### config.mk
export PLATFORM = sky130hd
export DESIGN_NAME = sat_cnt8
export DESIGN_NICKNAME = d
export VERILOG_FILES = /design/src/rtl/tt_count_chk_pkg.sv /design/src/rtl/sat_cnt8.sv
export SDC_FILE = /design/constraint.sdc
export NUM_CORES = 1
export LEC_CHECK = 0
export ABC_CLOCK_PERIOD_IN_PS = 2000
export CORE_AREA = 2 2 39 41
export CTS_BUF_LIST = sky130_fd_sc_hd__clkbuf_8
export DETAILED_ROUTE_END_ITERATION = 7
export DIE_AREA = 0 0 41 43
export PLACE_DENSITY_LB_ADDON = 0.12
export SLEW_MARGIN = 15
export SYNTH_ARGS = -nofsm -noshare
export SYNTH_HDL_FRONTEND = slang
export SYNTH_SLANG_ARGS = --single-unit
### constraint.sdc
create_clock -name clk -period 2 [get_ports clk]
set_clock_uncertainty 0.1 [all_clocks]
set_input_delay 0.3 -clock clk [delete_from_list [all_inputs] [get_ports clk]]
set_output_delay 0.3 -clock clk [all_outputs]
set_load 0.03 [all_outputs]
### src/rtl/tt_count_chk_pkg.sv
// Shared types and constants for the start/stop counter checker.
package tt_count_chk_pkg;

  typedef enum logic [1:0] {
    ST_ACQ   = 2'b00,
    ST_LOCK  = 2'b01,
    ST_FAULT = 2'b10
  } state_e;

  localparam logic [2:0] LOCK_THRESH = 3'd4;
  localparam logic [7:0] ERR_MAX     = 8'hFF;
  localparam logic [7:0] UIO_OE_MASK = 8'hF0;

endpackage

### src/rtl/sat_cnt8.sv
// 8-bit saturating event counter; clear has priority over increment.
module sat_cnt8
  import tt_count_chk_pkg::*;
(
  input  logic       clk,
  input  logic       rst_n,
  input  logic       inc,
  input  logic       clr,
  output logic [7:0] q
);

  always_ff @(posedge clk or negedge rst_n) begin
    if (!rst_n) begin
      q <= 8'h00;
    end else if (clr) begin
      q <= 8'h00;
    end else if (inc && (q != ERR_MAX)) begin
      q <= q + 8'd1;
    end
  end

endmodule

==> results.py, run 1 <==
metrics = {
    "worst_setup_path": {
        "cp_cell_sequence": "ha_1, and4_2, a21boi_1, mux2_2",
        "slowest_delay_ps": 420,
        "crit_required_ps": 2010,
        "crit_fanout": 7,
        "crit_path_start": "q[0]",
        "worstSetupPathType": "flip-flop to flip-flop",
        "cp-start-kind": "flip-flop",
        "arrival_ps": 1860,
        "cpMaxStageDelayCell": "dfrtp_1",
        "r2r_start": "q[0]",
        "end_kind": "flip-flop",
    },
    "clock_network": {
        "post-cts-setup-buffers": 0,
        "clkLatencyLatePin_ps": 230,
        "tritoncts": "done",
        "cts_resized": 0,
        "cts-buffers-inserted": 3,
        "cts_sinks": 8,
        "clock-root-buffer": "clkbuf_8",
        "cts_buffer_depth": 2,
        "cts_hold_buf": 0,
        "h-tree-depth": 1,
        "cts.clk_slew.worst_paths_ps": 40,
    },
    "floorplan": {
        "dieArea_mm2": 0.001763,
        "io_pins": 12,
        "start_util": 0.3354,
        "die_y_um": 43,
        "fp.dieW_um": 41,
        "core_area_mm2": 0.001384,
        "rows": 14,
    },
    "yosys": {
        "yosysTopAreaCell": "dfrtp_1",
        "synthAdderAreaFrac": 0.02695,
        "syn_area_per_cell_um2": 9.473,
        "synth-simple-area-share": 0.3100,
        "synth_top_family_by_area": "simple AND/OR/NAND/NOR gates",
        "muxShareOfSynthArea": 0.07008,
        "synth_compound_area_frac": 0.1267,
        "yosys.area_share.xor_xnor": 0,
        "synth_nets": 54,
        "synth_cells": 49,
        "synth_top_cells_by_area": "dfrtp_1, mux2_2, nor3_1",
        "netlist.area_leader.share": 0.4313,
        "synth_seq_cells": 8,
        "synth_cell_types": 28,
        "yosysSeqAreaShare": 0.4313,
        "syn_area_um2": 464.2,
        "synth_warnings": 0,
    },
    "final_layout": {
        "regMostFlops": "q",
        "layout_common_cells": "clkdlybuf4s50_1, dfrtp_1, nor3_1",
        "reg_top3": "q: 8 flops",
        "drive_above_1_share": 0.1290,
        "fillers": 139,
        "largest_register_ffs": 8,
        "final_common_cell": "clkdlybuf4s50_1",
        "n_antenna_cell": 0,
        "final_nets": 69,
        "instances_no_fill": 78,
        "areaGrowthSynthToFinish_pct": 36.66,
    },
    "placement": {
        "io_buffers": 11,
        "place_congestion": 0.6913,
        "dp_hpwl_um": 734,
        "dp_cells": 75,
    },
    "pwr": {
        "ir_drop_mv": 0.2998,
        "leakagePower_nw": 0.2511,
        "p_per_area_mw_per_mm2": 649.2,
    },
    "min_path": {
        "hold_class": "input pin to async pin",
    },
    "timing": {
        "min_period_over_period": 0.9233,
        "rsz0062_at_grt": "no",
        "hold_viol_final": 0,
        "worst_slew_pin_slew_ps": 366.7,
        "slew_headroom": 0.7492,
        "min_period_ps": 1847,
        "fmax_ghz": 0.5415,
        "slew_violations": 0,
        "setup_viol": 0,
        "setup-tns-final_ps": 0,
    },
    "global_routing": {
        "grt_pass1_vias": 345,
        "grt_first_pass_wirelength_um": 1545,
        "grt_max_degree": 12,
        "grt_overflow_total": 0,
        "antenna_found_initial": 0,
        "grt_usage": 0.1404,
    },
    "routing": {
        "routed_wl_um": 1068,
        "num_vias": 416,
        "drt-wirelength-per-cell_um": 13.69,
        "initialDrtViolationCount": 5,
        "viasPerCell": 5.333,
        "drc": 0,
        "firstDrtPassIters": 4,
        "postRouteAntennaNets": 0,
    },
    "run_status": {
        "outcome": "finished, final reports clean",
    },
    "flow_run": {
        "max_cap_viol_count": 0,
    },
}
==> kinds of logic after synthesis <==
kind of cell,after synthesis
buffers and inverters,4
AOI/OAI and AO/OA,9
and+or+nand+nor,24
DFF,8
muxes,3
adders and majority gates,1
==> layer usage <==
layer | track usage | part of all wire | up-vias
li1 | - | - | 209
met1 | 0.1770 | 0.51 | 186
met2 | 0.1813 | 0.41 | 17
met3 | 0.06283 | 0.061 | 4
met4 | 0.1000 | 0.015 | 0
met5 | 0 | 0 | -
==> area by class of cell <==
cell class | instances | area [um2] | area share
multi-input combinational | 37 | 247.7 | 0.3905
sequential | 8 | 200.2 | 0.3156
timing repair buffer | 12 | 117.6 | 0.1854
clock buffer | 3 | 41.29 | 0.06509
tap | 16 | 20.02 | 0.03156
inverter | 2 | 7.507 | 0.01183
==> critical path, delay by kind of cell, from the launching register on <==
family                     cells  cell delay, ps
DFF                            1             420
muxes                          1             360
adders and majority gates      1             310
and+or+nand+nor                1             300
AOI/OAI and AO/OA              1             240
==> final timing paths <==
check | slack, ps | end | depth (start not counted)
max | 150 | q[0] | 4
min | 260 | q[6] | 1
max reg2reg | 150 | q[0] | 4
min reg2reg | 480 | q[7] | 2
max in group asynchronous | 1260 | q[5] | 1
min in group clk | 480 | q[7] | 2
==> per-stage QoR <==
step | worst slack (ps) | area [um2] | utilization | hold WS [ps] | power (mW)
3_3_place_gp | 144.3 | 593.1 | 0.4286 | 469.1 | 0.2202
2_1_floorplan | 152.7 | 464.2 | - | -95.59 | 0.1979
5_1_grt | 94.56 | 634.4 | 0.4584 | 289.0 | 0.4372
6_report | 153.3 | 634.4 | 0.4584 | 263.4 | 0.4118
3_5_place_dp | 159.7 | 593.1 | 0.4286 | 480.8 | 0.2198
4_1_cts | 150.3 | 634.4 | 0.4584 | 274.5 | 0.4192
==> synthesized netlist by cell type (all sizes together) <==
library cell / n
nor4: 1
nor2: 2
buf: 1
mux2: 2
inv: 2
ha: 1
a211oi: 1
and3: 1
nand2: 2
and4: 2
nand2b: 3
nor3b: 1
nand4: 1
mux2i: 1
nor2b: 3
or3: 1
a2111oi: 1
clkbuf: 1
nand3: 3
dfrtp: 8
o21ai: 1
nor3: 4
a21oi: 3
a41oi: 1
a21boi: 1
a31oi: 1
==> where the power goes <==
part,internal [mW],leakage (nW),switching (mW)
Sequential,0.167,0.110,0.00603
Clock,0.130,0.0216,0.0639
Combinational,0.0207,0.119,0.0243
Power figures use the tool's default switching activity.
==> run 2, diff against run 1 <==
--- a/config.mk
+++ b/config.mk
@@ -6,6 +6,7 @@
 export NUM_CORES = 1
 export LEC_CHECK = 0
 export ABC_CLOCK_PERIOD_IN_PS = 2000
+export CAP_MARGIN = 0
 export CORE_AREA = 2 2 39 41
 export CTS_BUF_LIST = sky130_fd_sc_hd__clkbuf_8
 export DETAILED_ROUTE_END_ITERATION = 7
==> results of run 2 <==
Same layout as run 1: the final DEF is identical, and so are final timing and power.
==> run 3, diff against run 2 <==
--- a/config.mk
+++ b/config.mk
@@ -11,6 +11,7 @@
 export CTS_BUF_LIST = sky130_fd_sc_hd__clkbuf_8
 export DETAILED_ROUTE_END_ITERATION = 7
 export DIE_AREA = 0 0 41 43
+export GPL_ROUTABILITY_DRIVEN = 0
 export PLACE_DENSITY_LB_ADDON = 0.12
 export SLEW_MARGIN = 15
 export SYNTH_ARGS = -nofsm -noshare
==> results of run 3 <==
Same layout as run 1: the final DEF is identical, and so are final timing and power.
